===== src/rtl/alu_arbiter_if.sv =====
// Request/response and ALU-drive bundle around alu_arbiter.
// slave is the arbiter side; master is the requesters-plus-ALU side.
`timescale 1ns/1ps
interface alu_arbiter_if #(
    parameter int WIDTH = 32,
    parameter int OPW   = 6
);
    logic             req0_valid;
    logic             req1_valid;
    logic             req0_ready;
    logic             req1_ready;
    logic [OPW-1:0]   req0_s;
    logic [OPW-1:0]   req1_s;
    logic [WIDTH-1:0] req0_a;
    logic [WIDTH-1:0] req0_b;
    logic [WIDTH-1:0] req1_a;
    logic [WIDTH-1:0] req1_b;
    logic             rsp0_valid;
    logic             rsp1_valid;
    logic             rsp0_ready;
    logic             rsp1_ready;
    logic [WIDTH-1:0] rsp_q;
    logic             rsp_cmp;
    logic [OPW-1:0]   alu_s;
    logic [WIDTH-1:0] alu_a;
    logic [WIDTH-1:0] alu_b;
    logic [WIDTH-1:0] alu_q;
    logic             alu_cmp;
    logic             busy;

    modport slave (
        input  req0_valid, req1_valid, req0_s, req1_s,
               req0_a, req0_b, req1_a, req1_b,
               rsp0_ready, rsp1_ready, alu_q, alu_cmp,
        output req0_ready, req1_ready, rsp0_valid, rsp1_valid,
               rsp_q, rsp_cmp, alu_s, alu_a, alu_b, busy
    );

    modport master (
        output req0_valid, req1_valid, req0_s, req1_s,
               req0_a, req0_b, req1_a, req1_b,
               rsp0_ready, rsp1_ready, alu_q, alu_cmp,
        input  req0_ready, req1_ready, rsp0_valid, rsp1_valid,
               rsp_q, rsp_cmp, alu_s, alu_a, alu_b, busy
    );
endinterface


===== src/rtl/alu_arbiter.sv =====
// Two-port round-robin arbiter sharing one combinational ALU; registers operands, holds result.
// Define ALU_ARB_FIXED_PRIO_EN to give port 0 fixed priority instead of round-robin.
`timescale 1ns/1ps
module alu_arbiter #(
    parameter int WIDTH = 32,
    parameter int OPW   = 6
) (
    input  logic         clk,
    input  logic         rst,
    alu_arbiter_if.slave bus
);
    typedef enum logic [1:0] {
        IDLE = 2'd0,
        EXEC = 2'd1,
        RESP = 2'd2
    } state_t;

    state_t           state;
    state_t           state_nxt;
    logic             owner;
    logic             win1;
    logic             accept;
    logic             rsp_take;
    logic [OPW-1:0]   alu_s_r;
    logic [WIDTH-1:0] alu_a_r;
    logic [WIDTH-1:0] alu_b_r;
    logic [WIDTH-1:0] rsp_q_r;
    logic             rsp_cmp_r;

`ifdef ALU_ARB_FIXED_PRIO_EN
    assign win1 = bus.req1_valid && !bus.req0_valid;
`else
    logic last;

    // On a tie the port that was not served most recently wins.
    assign win1 = bus.req1_valid && (!bus.req0_valid || !last);

    always_ff @(posedge clk) begin
        if (rst) begin
            last <= 1'b1;
        end else if (accept) begin
            last <= win1;
        end
    end
`endif

    assign accept   = (state == IDLE) && (bus.req0_valid || bus.req1_valid);
    assign rsp_take = owner ? bus.rsp1_ready : bus.rsp0_ready;

    // NOTE: sequential state uses non-blocking assignments so every flop samples pre-edge values.
    always_ff @(posedge clk) begin
        if (rst) begin
            state <= IDLE;
        end else begin
            state <= state_nxt;
        end
    end

    // NOTE: each always_comb assigns a default first so no path leaves a latch behind.
    always_comb begin
        state_nxt = state;
        unique case (state)
            IDLE:    if (accept) state_nxt = EXEC;
            EXEC:    state_nxt = RESP;
            RESP:    if (rsp_take) state_nxt = IDLE;
            default: state_nxt = IDLE;
        endcase
    end

    always_comb begin
        bus.req0_ready = 1'b0;
        bus.req1_ready = 1'b0;
        bus.rsp0_valid = 1'b0;
        bus.rsp1_valid = 1'b0;
        bus.busy       = (state != IDLE);
        if (state == IDLE) begin
            bus.req0_ready = bus.req0_valid && !win1;
            bus.req1_ready = win1;
        end
        if (state == RESP) begin
            bus.rsp0_valid = !owner;
            bus.rsp1_valid = owner;
        end
    end

    // Opcode drops to 0 once the result is captured so the ALU idles at Q=0, CMP=0.
    always_ff @(posedge clk) begin
        if (rst) begin
            owner     <= 1'b0;
            alu_s_r   <= '0;
            alu_a_r   <= '0;
            alu_b_r   <= '0;
            rsp_q_r   <= '0;
            rsp_cmp_r <= 1'b0;
        end else begin
            if (accept) begin
                owner   <= win1;
                alu_s_r <= win1 ? bus.req1_s : bus.req0_s;
                alu_a_r <= win1 ? bus.req1_a : bus.req0_a;
                alu_b_r <= win1 ? bus.req1_b : bus.req0_b;
            end
            if (state == EXEC) begin
                alu_s_r   <= '0;
                rsp_q_r   <= bus.alu_q;
                rsp_cmp_r <= bus.alu_cmp;
            end
        end
    end

    assign bus.alu_s   = alu_s_r;
    assign bus.alu_a   = alu_a_r;
    assign bus.alu_b   = alu_b_r;
    assign bus.rsp_q   = rsp_q_r;
    assign bus.rsp_cmp = rsp_cmp_r;
endmodule


===== src/flat_wrapper.sv =====
// flat-port wrapper written by rule: the top's interface ports become plain ports
module alu_arbiter_flat 
#(
    parameter int WIDTH = 32,
    parameter int OPW   = 6
)
  (clk, rst, bus_req0_valid, bus_req1_valid, bus_req0_s, bus_req1_s, bus_req0_a, bus_req0_b, bus_req1_a, bus_req1_b, bus_rsp0_ready, bus_rsp1_ready, bus_alu_q, bus_alu_cmp, bus_req0_ready, bus_req1_ready, bus_rsp0_valid, bus_rsp1_valid, bus_rsp_q, bus_rsp_cmp, bus_alu_s, bus_alu_a, bus_alu_b, bus_busy);
  alu_arbiter_if #(.WIDTH(WIDTH), .OPW(OPW)) bus_i ();
  input  logic clk;
  input  logic rst;
  input wire logic [$bits(bus_i.req0_valid)-1:0] bus_req0_valid;
  input wire logic [$bits(bus_i.req1_valid)-1:0] bus_req1_valid;
  input wire logic [$bits(bus_i.req0_s)-1:0] bus_req0_s;
  input wire logic [$bits(bus_i.req1_s)-1:0] bus_req1_s;
  input wire logic [$bits(bus_i.req0_a)-1:0] bus_req0_a;
  input wire logic [$bits(bus_i.req0_b)-1:0] bus_req0_b;
  input wire logic [$bits(bus_i.req1_a)-1:0] bus_req1_a;
  input wire logic [$bits(bus_i.req1_b)-1:0] bus_req1_b;
  input wire logic [$bits(bus_i.rsp0_ready)-1:0] bus_rsp0_ready;
  input wire logic [$bits(bus_i.rsp1_ready)-1:0] bus_rsp1_ready;
  input wire logic [$bits(bus_i.alu_q)-1:0] bus_alu_q;
  input wire logic [$bits(bus_i.alu_cmp)-1:0] bus_alu_cmp;
  output wire logic [$bits(bus_i.req0_ready)-1:0] bus_req0_ready;
  output wire logic [$bits(bus_i.req1_ready)-1:0] bus_req1_ready;
  output wire logic [$bits(bus_i.rsp0_valid)-1:0] bus_rsp0_valid;
  output wire logic [$bits(bus_i.rsp1_valid)-1:0] bus_rsp1_valid;
  output wire logic [$bits(bus_i.rsp_q)-1:0] bus_rsp_q;
  output wire logic [$bits(bus_i.rsp_cmp)-1:0] bus_rsp_cmp;
  output wire logic [$bits(bus_i.alu_s)-1:0] bus_alu_s;
  output wire logic [$bits(bus_i.alu_a)-1:0] bus_alu_a;
  output wire logic [$bits(bus_i.alu_b)-1:0] bus_alu_b;
  output wire logic [$bits(bus_i.busy)-1:0] bus_busy;
  assign bus_i.req0_valid = bus_req0_valid;
  assign bus_i.req1_valid = bus_req1_valid;
  assign bus_i.req0_s = bus_req0_s;
  assign bus_i.req1_s = bus_req1_s;
  assign bus_i.req0_a = bus_req0_a;
  assign bus_i.req0_b = bus_req0_b;
  assign bus_i.req1_a = bus_req1_a;
  assign bus_i.req1_b = bus_req1_b;
  assign bus_i.rsp0_ready = bus_rsp0_ready;
  assign bus_i.rsp1_ready = bus_rsp1_ready;
  assign bus_i.alu_q = bus_alu_q;
  assign bus_i.alu_cmp = bus_alu_cmp;
  assign bus_req0_ready = bus_i.req0_ready;
  assign bus_req1_ready = bus_i.req1_ready;
  assign bus_rsp0_valid = bus_i.rsp0_valid;
  assign bus_rsp1_valid = bus_i.rsp1_valid;
  assign bus_rsp_q = bus_i.rsp_q;
  assign bus_rsp_cmp = bus_i.rsp_cmp;
  assign bus_alu_s = bus_i.alu_s;
  assign bus_alu_a = bus_i.alu_a;
  assign bus_alu_b = bus_i.alu_b;
  assign bus_busy = bus_i.busy;
  alu_arbiter #(.WIDTH(WIDTH), .OPW(OPW)) u_core (.clk(clk), .rst(rst), .bus(bus_i));
endmodule

===== config.mk =====
export PLATFORM = sky130hd
export DESIGN_NAME = alu_arbiter_flat
export DESIGN_NICKNAME = d
export VERILOG_FILES = /design/src/rtl/alu_arbiter_if.sv /design/src/rtl/alu_arbiter.sv /design/src/flat_wrapper.sv
export SDC_FILE = /design/constraint.sdc
export NUM_CORES = 1
export LEC_CHECK = 0
export BUFFER_PORTS_ARGS = -buffer_cell sky130_fd_sc_hd__buf_2
export CORE_MARGIN = 1
export CORE_UTILIZATION = 30
export CTS_CLUSTER_SIZE = 8
export DETAILED_ROUTE_END_ITERATION = 12
export HOLD_SLACK_MARGIN = 0.08
export PLACE_DENSITY = 0.59
export SLEW_MARGIN = 20
export SYNTH_ARGS = -nofsm -noshare
export SYNTH_HDL_FRONTEND = slang
export SYNTH_SLANG_ARGS = --single-unit

===== constraint.sdc =====
create_clock -name clk -period 1.3 [get_ports clk]
set_clock_uncertainty 0.05 [all_clocks]
set_input_delay 0.325 -clock clk [delete_from_list [all_inputs] [get_ports clk]]
set_output_delay 0.325 -clock clk [all_outputs]
set_load 0.01 [all_outputs]

==> results.sh, run 1 <==
export IMPL_run_status="complete, but fails checks"
export IMPL_failed_checks="negative setup slack"
export IMPL_syn_inst=568
export IMPL_ir_drop_mv=0.610
export IMPL_report_final_hold_viol_count=0
export IMPL_final_area_um2=7380
export IMPL_num_io_pins=287
export IMPL_min_period_ns=1.63
export IMPL_start_util_pct=30.6
export IMPL_path_clk_slew_ns=0.08
export IMPL_cts_root_buf="clkbuf_16"
export IMPL_place_gp_congestion=0.756
export IMPL_synth_nets=747
export IMPL_rsz0062_at_grt="true"
export IMPL_coreArea_um2=15100
export IMPL_clock_fmax_mhz=613
export IMPL_postRouteAntennaNets=0
export IMPL_cp_start_kind="flop"
export IMPL_drive_gt1_share_pct=45.8
export IMPL_maxCapViolations=0
export IMPL_powerDensity_nw_per_um2=1270
export IMPL_dieArea_um2=16000
export IMPL_h_tree_depth=3
export IMPL_slew_headroom_pct=81.1
export IMPL_grt_overflow=0
export IMPL_avgSynthCellArea_um2=8.17
export IMPL_cts_max_path_buffers=2
export IMPL_vias=5210
export IMPL_worstPathMaxFanout=4
export IMPL_dp_hpwl_um=10600
export IMPL_routed_via_density=4.89
export IMPL_worstSkewPairLatency_ns=0.35
export IMPL_syn_to_final_growth_pct=59.1
export IMPL_synthesis_area_um2=4640
export IMPL_dp_slack_ns=-0.210
export IMPL_cp_required_ns=0.93
export IMPL_grt_usage_pct=19.7
export IMPL_synth_cell_types=25
export IMPL_wl_per_cell_um=15.7
export IMPL_grt_pass1_vias=4875
export IMPL_finalNetCount=1052
export IMPL_top_layer_used="met4"
export IMPL_crit_arrival_ns=1.26
export IMPL_setup_violations=76
export IMPL_worstMarginPinSlew_ns=0.282
export IMPL_n_antenna_cell=0
export IMPL_port_buffer_count=286
export IMPL_grt_pass1_wl_um=24600
export IMPL_wl_met2_um=8250
export IMPL_critical_path_class="reg -> out"
export IMPL_place_area_um2=6350
export IMPL_finalWirelength_um=16800
export IMPL_met3RoutedLength_um=1230
export IMPL_whs_ns=0.151
export IMPL_seq_area_frac_synth_pct=46.1
export IMPL_dr_pass1_iters=4
export IMPL_yosys_warnings=0
export IMPL_finalCritPeriodShare_pct=126
export IMPL_cts_tree="yes"
export IMPL_grt_max_degree=46
export IMPL_die_y_um=126
export IMPL_row_count=45
export IMPL_drtIter0Drc=204
export IMPL_layout_setup_ws_ns=-0.332
export IMPL_numCtsBuffers=9
export IMPL_wl_met1_um=7000
export IMPL_antenna_found_initial=0
export IMPL_numClockSinks=107
export IMPL_critPathCaptureType="output pin"
export IMPL_cellLeakagePower_nw=3.53
export IMPL_synth_seq_cells=107
export IMPL_finalMaxSlewViolations=0
export IMPL_min_delay_path_class="in -> reg"
export IMPL_die_width_um=126
export IMPL_drc=0
==> timing repair <==
action                     CTS  global route
resized for setup           31            20
gates cloned                11             4
hold buffers                 0             0
setup buffers               15             3
setup endpoints to repair   76            79
pin swaps                   10             2
==> layout by cell type (no fill, tap or decap), drive strengths merged, types with 3 or more instances in the layout <==
cell type / n
a21oi: 105
buf: 344
inv: 3
nand2: 208
bufbuf: 6
a311oi: 70
dfxtp: 107
clkinv: 5
clkbuf: 12
nor2: 4
==> state kept, by name, summed over array words and instances, names as in the netlist <==
name,flops
u_core.bus.alu_s,6
u_core.bus.rsp_q,32
u_core.state,2
u_core.owner,1
u_core.bus.alu_a,32
u_core.last,1
u_core.bus.rsp_cmp,1
u_core.bus.alu_b,32
==> layer usage <==
layer	global-route usage, %	vias up
met5	0	-
met4	6.66	0
met3	5.78	20
met2	34.4	204
met1	23.0	2370
li1	-	2616
==> synthesized netlist by cell type (all sizes together) <==
cell type | count | share of area [%]
nor3b | 1 | 0.16
nand2b | 2 | 0.27
o21ai | 1 | 0.11
nor2b | 2 | 0.27
nand2 | 208 | 17
mux2i | 1 | 0.22
nor2 | 4 | 0.38
and3b | 1 | 0.19
nor3 | 1 | 0.11
inv | 2 | 0.16
a21bo | 1 | 0.22
a21boi | 1 | 0.24
or2 | 1 | 0.13
nand3b | 1 | 0.16
dfxtp | 107 | 46
a311oi | 70 | 14
clkbuf | 12 | 0.97
a21oi | 105 | 11
a221o | 1 | 0.22
buf | 46 | 7.9
==> layout make-up <==
| type | instances | area [µm²] |
|---|---|---|
| Fill cell | 1517 | 7760 |
| Timing Repair Buffer | 352 | 2510 |
| Multi-Input combinational cell | 401 | 2190 |
| Sequential cell | 107 | 2150 |
| Tap cell | 188 | 235 |
| Clock buffer | 10 | 229 |
| Clock inverter | 6 | 62.6 |
| Inverter | 2 | 7.51 |
==> where the power goes <==
group | internal, W | switching [W]
combinational | 0.00150 | 0.00136
sequential | 0.00363 | 0.000184
clock | 0.00135 | 0.00135
==> logic make-up (layout without fill, tap and decap cells) <==
family / count (synthesis) / in the layout / synth area share (%)
AOI/OAI and AO/OA: 179 / 179 / 26.1
buffers and inverters: 60 / 370 / 9.03
DFF: 107 / 107 / 46.1
muxes: 1 / 1 / 0.216
and+or+nand+nor: 221 / 221 / 18.5
==> path summary, 6_finish.rpt <==
| path | start | endpoint | slack [ns] | cells after the start |
|---|---|---|---|---|
| hold / removal | bus_alu_q[21] | u_core.bus.rsp_q[21] | 0.15 | 3 |
| hold reg to reg | u_core.bus.rsp_q[14] | u_core.bus.rsp_q[14] | 0.40 | 2 |
| setup / recovery | u_core.state[0] | bus_req0_ready | -0.33 | 5 |
| setup reg to reg | u_core.state[0] | u_core.bus.alu_a[2] | -0.27 | 9 |
==> metrics by stage <==
step	std cells	total power (W)	utilization (%)	setup TNS, ns
finish	1066	0.00938	48.8	-18.39
global route	1066	0.00987	48.8	-22.84
global placement	1018	0.00612	42.0	-9.54
detailed placement	1018	0.00613	42.0	-11.69
floorplan	568	0.00512	-	-0.0210
CTS	1059	0.00934	47.6	-16.18
==> critical path, cell delays in order, from the launching register on <==
cell     delay (ns)
dfxtp_2        0.34
nor2_4         0.15
buf_12         0.12
nand2_4        0.05
nor2_2         0.10
buf_2          0.15
Power figures use the tool's default switching activity.
==> run 2, diff against run 1 <==
--- a/config.mk
+++ b/config.mk
@@ -11,7 +11,8 @@
 export CTS_CLUSTER_SIZE = 8
 export DETAILED_ROUTE_END_ITERATION = 12
 export HOLD_SLACK_MARGIN = 0.08
-export PLACE_DENSITY = 0.59
+export PLACE_DENSITY = 0.56
+export REMOVE_ABC_BUFFERS = 1
 export SLEW_MARGIN = 20
 export SYNTH_ARGS = -nofsm -noshare
 export SYNTH_HDL_FRONTEND = slang
==> constraint.sdc (replaced) <==
create_clock -name clk -period 2 [get_ports clk]
set_clock_uncertainty 0.05 [all_clocks]
set_input_delay 0.5 -clock clk [delete_from_list [all_inputs] [get_ports clk]]
set_output_delay 0.5 -clock clk [all_outputs]
set_load 0.01 [all_outputs]
==> run 2 against run 1 <==
The flow now finishes without violations. Cell count down 4.4%. Clock power down 33%. Via count down 4.5%. Sequential share of layout area up 4.2 points. Largest cell class is now registers.
==> results.sh, run 2 (synthesis results as in run 1) <==
export IMPL_slew_headroom_pct=67.9
export IMPL_p_sw_share_pct=30.7
export IMPL_numClockSinks=107
export IMPL_dp_hpwl_um=11100
export IMPL_cp_start_kind="flop"
export IMPL_hold_buffers=0
export IMPL_worstPathMaxFanout=6
export IMPL_fin_total_pwr_w=0.00564
export IMPL_run_status="complete, no violations"
export IMPL_crit_arrival_ns=1.26
export IMPL_postRouteAntennaNets=0
export IMPL_combinationalPowerShare_pct=23.8
export IMPL_port_buffer_count=286
export IMPL_internal_power_w=0.00391
export IMPL_dp_slack_ns=0.269
export IMPL_wl_met2_um=7490
export IMPL_met3RoutedLength_um=1280
export IMPL_min_delay_path_class="in -> reg"
export IMPL_finalWirelength_um=15800
export IMPL_start_util_pct=30.6
export IMPL_cts_resized=0
export IMPL_finalCritPeriodShare_pct=90.3
export IMPL_p_clk_share_pct=32.3
export IMPL_layout_setup_ws_ns=0.194
export IMPL_finalMaxSlewViolations=0
export IMPL_critPathCaptureType="output pin"
export IMPL_r2r_start="u_core.state[1]"
export IMPL_layout_common_cells="buf_2, nand2_1, dfxtp_1"
export IMPL_grt_pass1_vias=4746
export IMPL_cts_root_buf="clkbuf_16"
export IMPL_cp_required_ns=1.45
export IMPL_critical_path_class="reg -> out"
export IMPL_top_layer_used="met5"
export IMPL_p_switching_w=0.00173
export IMPL_min_period_ns=1.81
export IMPL_dr_pass1_iters=4
export IMPL_row_count=45
export IMPL_die_width_um=126
export IMPL_cellLeakagePower_nw=3.06
export IMPL_rsz0062_at_grt="false"
export IMPL_reg2reg_depth=5
export IMPL_coreArea_um2=15100
export IMPL_syn_to_final_growth_pct=38.6
export IMPL_post_route_util_pct=42.5
export IMPL_drtIter0Drc=252
export IMPL_startpoint="u_core.state[1]"
export IMPL_worst_r2r_setup_slack_ns=0.38
export IMPL_grt_max_degree=71
export IMPL_maxCapViolations=0
export IMPL_cts_tree="yes"
export IMPL_mostFrequentLayoutCell="buf_2"
export IMPL_antenna_found_initial=3
export IMPL_worstSkewPairLatency_ns=0.34
export IMPL_drive_gt1_share_pct=40.0
export IMPL_routed_via_density=4.88
export IMPL_h_tree_depth=3
export IMPL_cts_setup_buffers=0
export IMPL_powerDensity_nw_per_um2=877
export IMPL_whs_ns=0.337
export IMPL_grt_overflow=0
export IMPL_wl_met1_um=6580
export IMPL_finalNetCount=1004
export IMPL_numCtsBuffers=9
export IMPL_place_gp_congestion=0.752
export IMPL_clock_fmax_mhz=554
export IMPL_vias=4976
export IMPL_ir_drop_mv=0.427
export IMPL_cts_max_path_buffers=2
export IMPL_grt_pass1_wl_um=24900
export IMPL_num_io_pins=287
export IMPL_pwr_share_seq_pct=43.9
export IMPL_path_clk_slew_ns=0.08
export IMPL_crit_end="bus_req0_ready"
export IMPL_worstMarginPinSlew_ns=0.482
export IMPL_drc=0
export IMPL_die_y_um=126
export IMPL_report_final_hold_viol_count=0
export IMPL_dieArea_um2=16000
export IMPL_setup_violations=0
export IMPL_reg2reg_to="u_core.bus.alu_a[14]"
export IMPL_grt_usage_pct=19.8
export IMPL_wl_per_cell_um=15.5
## run 2: cell types whose count changed in the layout (fill, tap and decap cells not counted), moves of 3 or more
cell and change:
buf_12 -12, buf_4 -11, a311oi_1 +8, a311oi_2 -8, buf_6 -8, buf_16 -6, bufbuf_16 -6, dfxtp_1 +4
dfxtp_2 -4, nand2_1 +4, buf_8 -3, clkinv_4 -3, nand2_2 -3
## run 2: worst max-delay path: stages, from the launching register on
cell	delay, ns
dfxtp_1	0.38
nor2_4	0.20
nand2_1	0.10
nor2_1	0.10
buf_2	0.13
## run 2: worst min path at each step
| stage | start | endpoint | slack [ns] | depth (start not counted) |
|---|---|---|---|---|
| 5_1_grt | bus_alu_q[10] | u_core.bus.rsp_q[10] | 0.33 | 3 |
| 4_1_cts | bus_alu_q[5] | u_core.bus.rsp_q[5] | 0.32 | 3 |
| 3_5_place_dp | u_core.bus.rsp_q[18] | u_core.bus.rsp_q[18] | 0.39 | 2 |
| 2_1_floorplan | u_core.bus.rsp_cmp | u_core.bus.rsp_cmp | 0.42 | 2 |
| 6_report | bus_alu_q[1] | u_core.bus.rsp_q[1] | 0.34 | 3 |
| 3_3_place_gp | u_core.bus.rsp_q[30] | u_core.bus.rsp_q[30] | 0.39 | 2 |
## run 2: area by class of cell
| class | count | area [µm²] |
|---|---|---|
| Fill cell | 1630 | 8710 |
| Sequential cell | 107 | 2140 |
| Multi-Input combinational cell | 401 | 2100 |
| Timing Repair Buffer | 304 | 1640 |
| Tap cell | 188 | 235 |
| Clock buffer | 9 | 225 |
| Clock inverter | 7 | 73.8 |
| Inverter | 2 | 7.51 |
| Antenna cell | 1 | 2.50 |
## run 2: per-layer routing
metal / up-vias / global-route usage, %
met2: 197 / 34.4
li1: 2507 / -
met5: - / 0
met4: 2 / 9.00
met1: 2243 / 22.2
met3: 27 / 5.95
## run 2: stage by stage
stage	setup TNS (ns)	std cells	cell area (µm²)
after global routing	0	1019	6430
after detailed placement	0	1002	6130
final	0	1019	6430
after floorplan	-227.13	510	4230
after CTS	0	1018	6430
after global placement	0	1002	6130
## run 2: power by group through the flow
stage               Sequential [W]  Combinational, W  Clock (W)
floorplan                  0.00263          0.000565          0
global placement           0.00252           0.00136          0
detailed placement         0.00253           0.00136          0
CTS                        0.00248           0.00136    0.00189
global route               0.00251           0.00149    0.00196
finish                     0.00248           0.00134    0.00182
==> run 3, diff against run 2 <==
--- a/config.mk
+++ b/config.mk
@@ -5,13 +5,13 @@
 export SDC_FILE = /design/constraint.sdc
 export NUM_CORES = 1
 export LEC_CHECK = 0
+export ABC_AREA = 1
 export BUFFER_PORTS_ARGS = -buffer_cell sky130_fd_sc_hd__buf_2
-export CORE_MARGIN = 1
 export CORE_UTILIZATION = 30
 export CTS_CLUSTER_SIZE = 8
 export DETAILED_ROUTE_END_ITERATION = 12
 export HOLD_SLACK_MARGIN = 0.08
-export PLACE_DENSITY = 0.56
+export PLACE_DENSITY = 0.54
 export REMOVE_ABC_BUFFERS = 1
 export SLEW_MARGIN = 20
 export SYNTH_ARGS = -nofsm -noshare
==> run 3 against run 2 <==
Largest cell class is now multi-input combinational cells. Sequential cell count did not move. Register-to-register slack improved by 0.25 ns. Core utilization fell by 0.12 points. Fmax rose by 0.19%. Cell count rose by 33%.
==> results.sh, run 3 <==
export IMPL_maxCapViolations=0
export IMPL_setup_violations=0
export IMPL_reg2reg_depth=6
export IMPL_worstHoldPathCells=3
export IMPL_grt_usage_pct=16.7
export IMPL_syn_to_final_growth_pct=36.7
export IMPL_grt_max_degree=95
export IMPL_report_final_hold_viol_count=0
export IMPL_powerDensity_nw_per_um2=810
export IMPL_cts_tree="yes"
export IMPL_synthTopCellsByArea="dfxtp_1, nand2_1, nor2_1"
export IMPL_vias=5848
export IMPL_drc=0
export IMPL_cts_resized=0
export IMPL_synth_commonest_cells="nand2_1, nor2_1, dfxtp_1"
export IMPL_grt_pass1_wl_um=24100
export IMPL_cts_setup_buffers=0
export IMPL_run_status="complete, no violations"
export IMPL_dp_hpwl_um=11700
export IMPL_row_count=48
export IMPL_min_period_ns=1.80
export IMPL_cp_start_kind="flop"
export IMPL_whs_ns=0.306
export IMPL_synth_most_common_cell="nand2_1"
export IMPL_h_tree_depth=3
export IMPL_min_delay_path_class="in -> reg"
export IMPL_start_util_pct=31.0
export IMPL_finalCritPeriodShare_pct=90.1
export IMPL_avgSynthCellArea_um2=6.28
export IMPL_synthesis_area_um2=5420
export IMPL_synth_edf_count=0
export IMPL_mostFrequentLayoutCell="buf_2"
export IMPL_rsz0062_at_grt="false"
export IMPL_post_route_util_pct=42.4
export IMPL_async_flop_share_pct=0
export IMPL_antenna_found_initial=0
export IMPL_dieArea_um2=18600
export IMPL_slowest_delay_ns=0.41
export IMPL_ys_flop_type="dfxtp_1"
export IMPL_finalNetCount=1301
export IMPL_ir_drop_mv=0.363
export IMPL_wl_per_cell_um=12.1
export IMPL_synth_largest_area_cell="dfxtp_1"
export IMPL_cp_required_ns=1.45
export IMPL_slew_headroom_pct=68.1
export IMPL_finalMaxSlewViolations=0
export IMPL_worstPathMaxFanout=3
export IMPL_clock_fmax_mhz=555
export IMPL_cp_slowest_cell="dfxtp_1"
export IMPL_cellLeakagePower_nw=4.10
export IMPL_port_buffer_count=286
export IMPL_yosysTopAreaCellShare_pct=39.5
export IMPL_cts_root_buf="clkbuf_16"
export IMPL_grt_overflow=0
export IMPL_hold_buffers=0
export IMPL_critical_path_class="reg -> out"
export IMPL_postRouteAntennaNets=0
export IMPL_numCtsBuffers=9
export IMPL_crit_buf_inv=3
export IMPL_critPathCaptureType="output pin"
export IMPL_crit_cells=5
export IMPL_dr_pass1_iters=4
export IMPL_crit_chain="inv_1 -> nor2_1 -> inv_1 -> nor2_1 -> buf_2"
export IMPL_grt_pass1_vias=4871
export IMPL_crit_arrival_ns=1.25
export IMPL_cts_max_path_buffers=2
export IMPL_n_antenna_cell=0
export IMPL_worstSkewPairLatency_ns=0.35
export IMPL_routed_via_density=4.33
export IMPL_synth_cell_types=16
export IMPL_synth_seq_cells=107
export IMPL_crit_family="flip-flops"
export IMPL_die_width_um=136
export IMPL_path_clk_slew_ns=0.09
export IMPL_place_gp_congestion=0.762
export IMPL_coreArea_um2=17500
export IMPL_worstMarginPinSlew_ns=0.476
export IMPL_drtIter0Drc=168
export IMPL_numClockSinks=107
export IMPL_layout_common_cells="buf_2, nand2_1, nor2_1"
export IMPL_finalWirelength_um=16400
export IMPL_drive_gt1_share_pct=29.2
export IMPL_syn_inst=863
export IMPL_die_y_um=136
export IMPL_seq_area_frac_synth_pct=39.5
export IMPL_num_io_pins=287
export IMPL_yosys_warnings=0
-- run 3: cell types whose count changed after synthesis, moves of 64 or more --
| cell | delta |
|---|---|
| inv_1 | +80 |
| nand3_1 | +66 |
| a311oi_1 | -64 |
| nor2_1 | +217 |
| a21oi_1 | -103 |
-- run 3: cells by family after synthesis --
family                 Yosys count  share of synthesized area, %
and+or+nand+nor                513                          37.3
buffers and inverters          143                          10.9
DFF                            107                          39.5
AOI/OAI and AO/OA              100                          12.3
-- run 3: where the power goes --
part / total [W] / switching, W / internal, W
Sequential: 0.00250 / 0.000116 / 0.00239
Clock: 0.00181 / 0.000914 / 0.000892
Combinational: 0.00169 / 0.00100 / 0.000685
-- run 3: cell type report --
class	instances	area (µm²)
clock buffer	9	225
tap	225	282
multi-input combinational	613	2710
inverter	84	315
sequential	107	2140
fill	1959	10100
clock inverter	7	80.1
timing repair buffer	307	1650
-- run 3: worst min-delay path: cells and delay by family --
kind / cells / cell delay (ns)
buffers and inverters: 1 / 0.07
AND/OR/NAND/NOR: 2 / 0.11
-- run 3: routing by layer --
layer  track usage [%]  wire (µm)
met5                 0          0
met4              5.43        227
met3              4.40       1170
met2              28.5       7600
met1              20.2       7380
-- run 3: worst paths after layout --
path	from	endpoint	slack, ns
setup / recovery	u_core.state[1]	bus_rsp0_valid	0.20
hold / removal	bus_alu_q[3]	u_core.bus.rsp_q[3]	0.31
setup reg to reg	u_core.state[0]	u_core.bus.rsp_q[19]	0.63
hold reg to reg	u_core.owner	u_core.owner	0.45
-- run 3: stage by stage --
step / instance area [µm²] / TNS (ns) / cells / power [W] / setup WS, ns
finish: 7400 / 0 / 1352 / 0.00600 / 0.198
global route: 7400 / 0 / 1352 / 0.00641 / 0.0325
CTS: 7400 / 0 / 1352 / 0.00610 / 0.0641
detailed placement: 7100 / 0 / 1336 / 0.00426 / 0.285
global placement: 7100 / 0 / 1336 / 0.00426 / 0.284
floorplan: 5140 / -81.28 / 804 / 0.00350 / -1.93
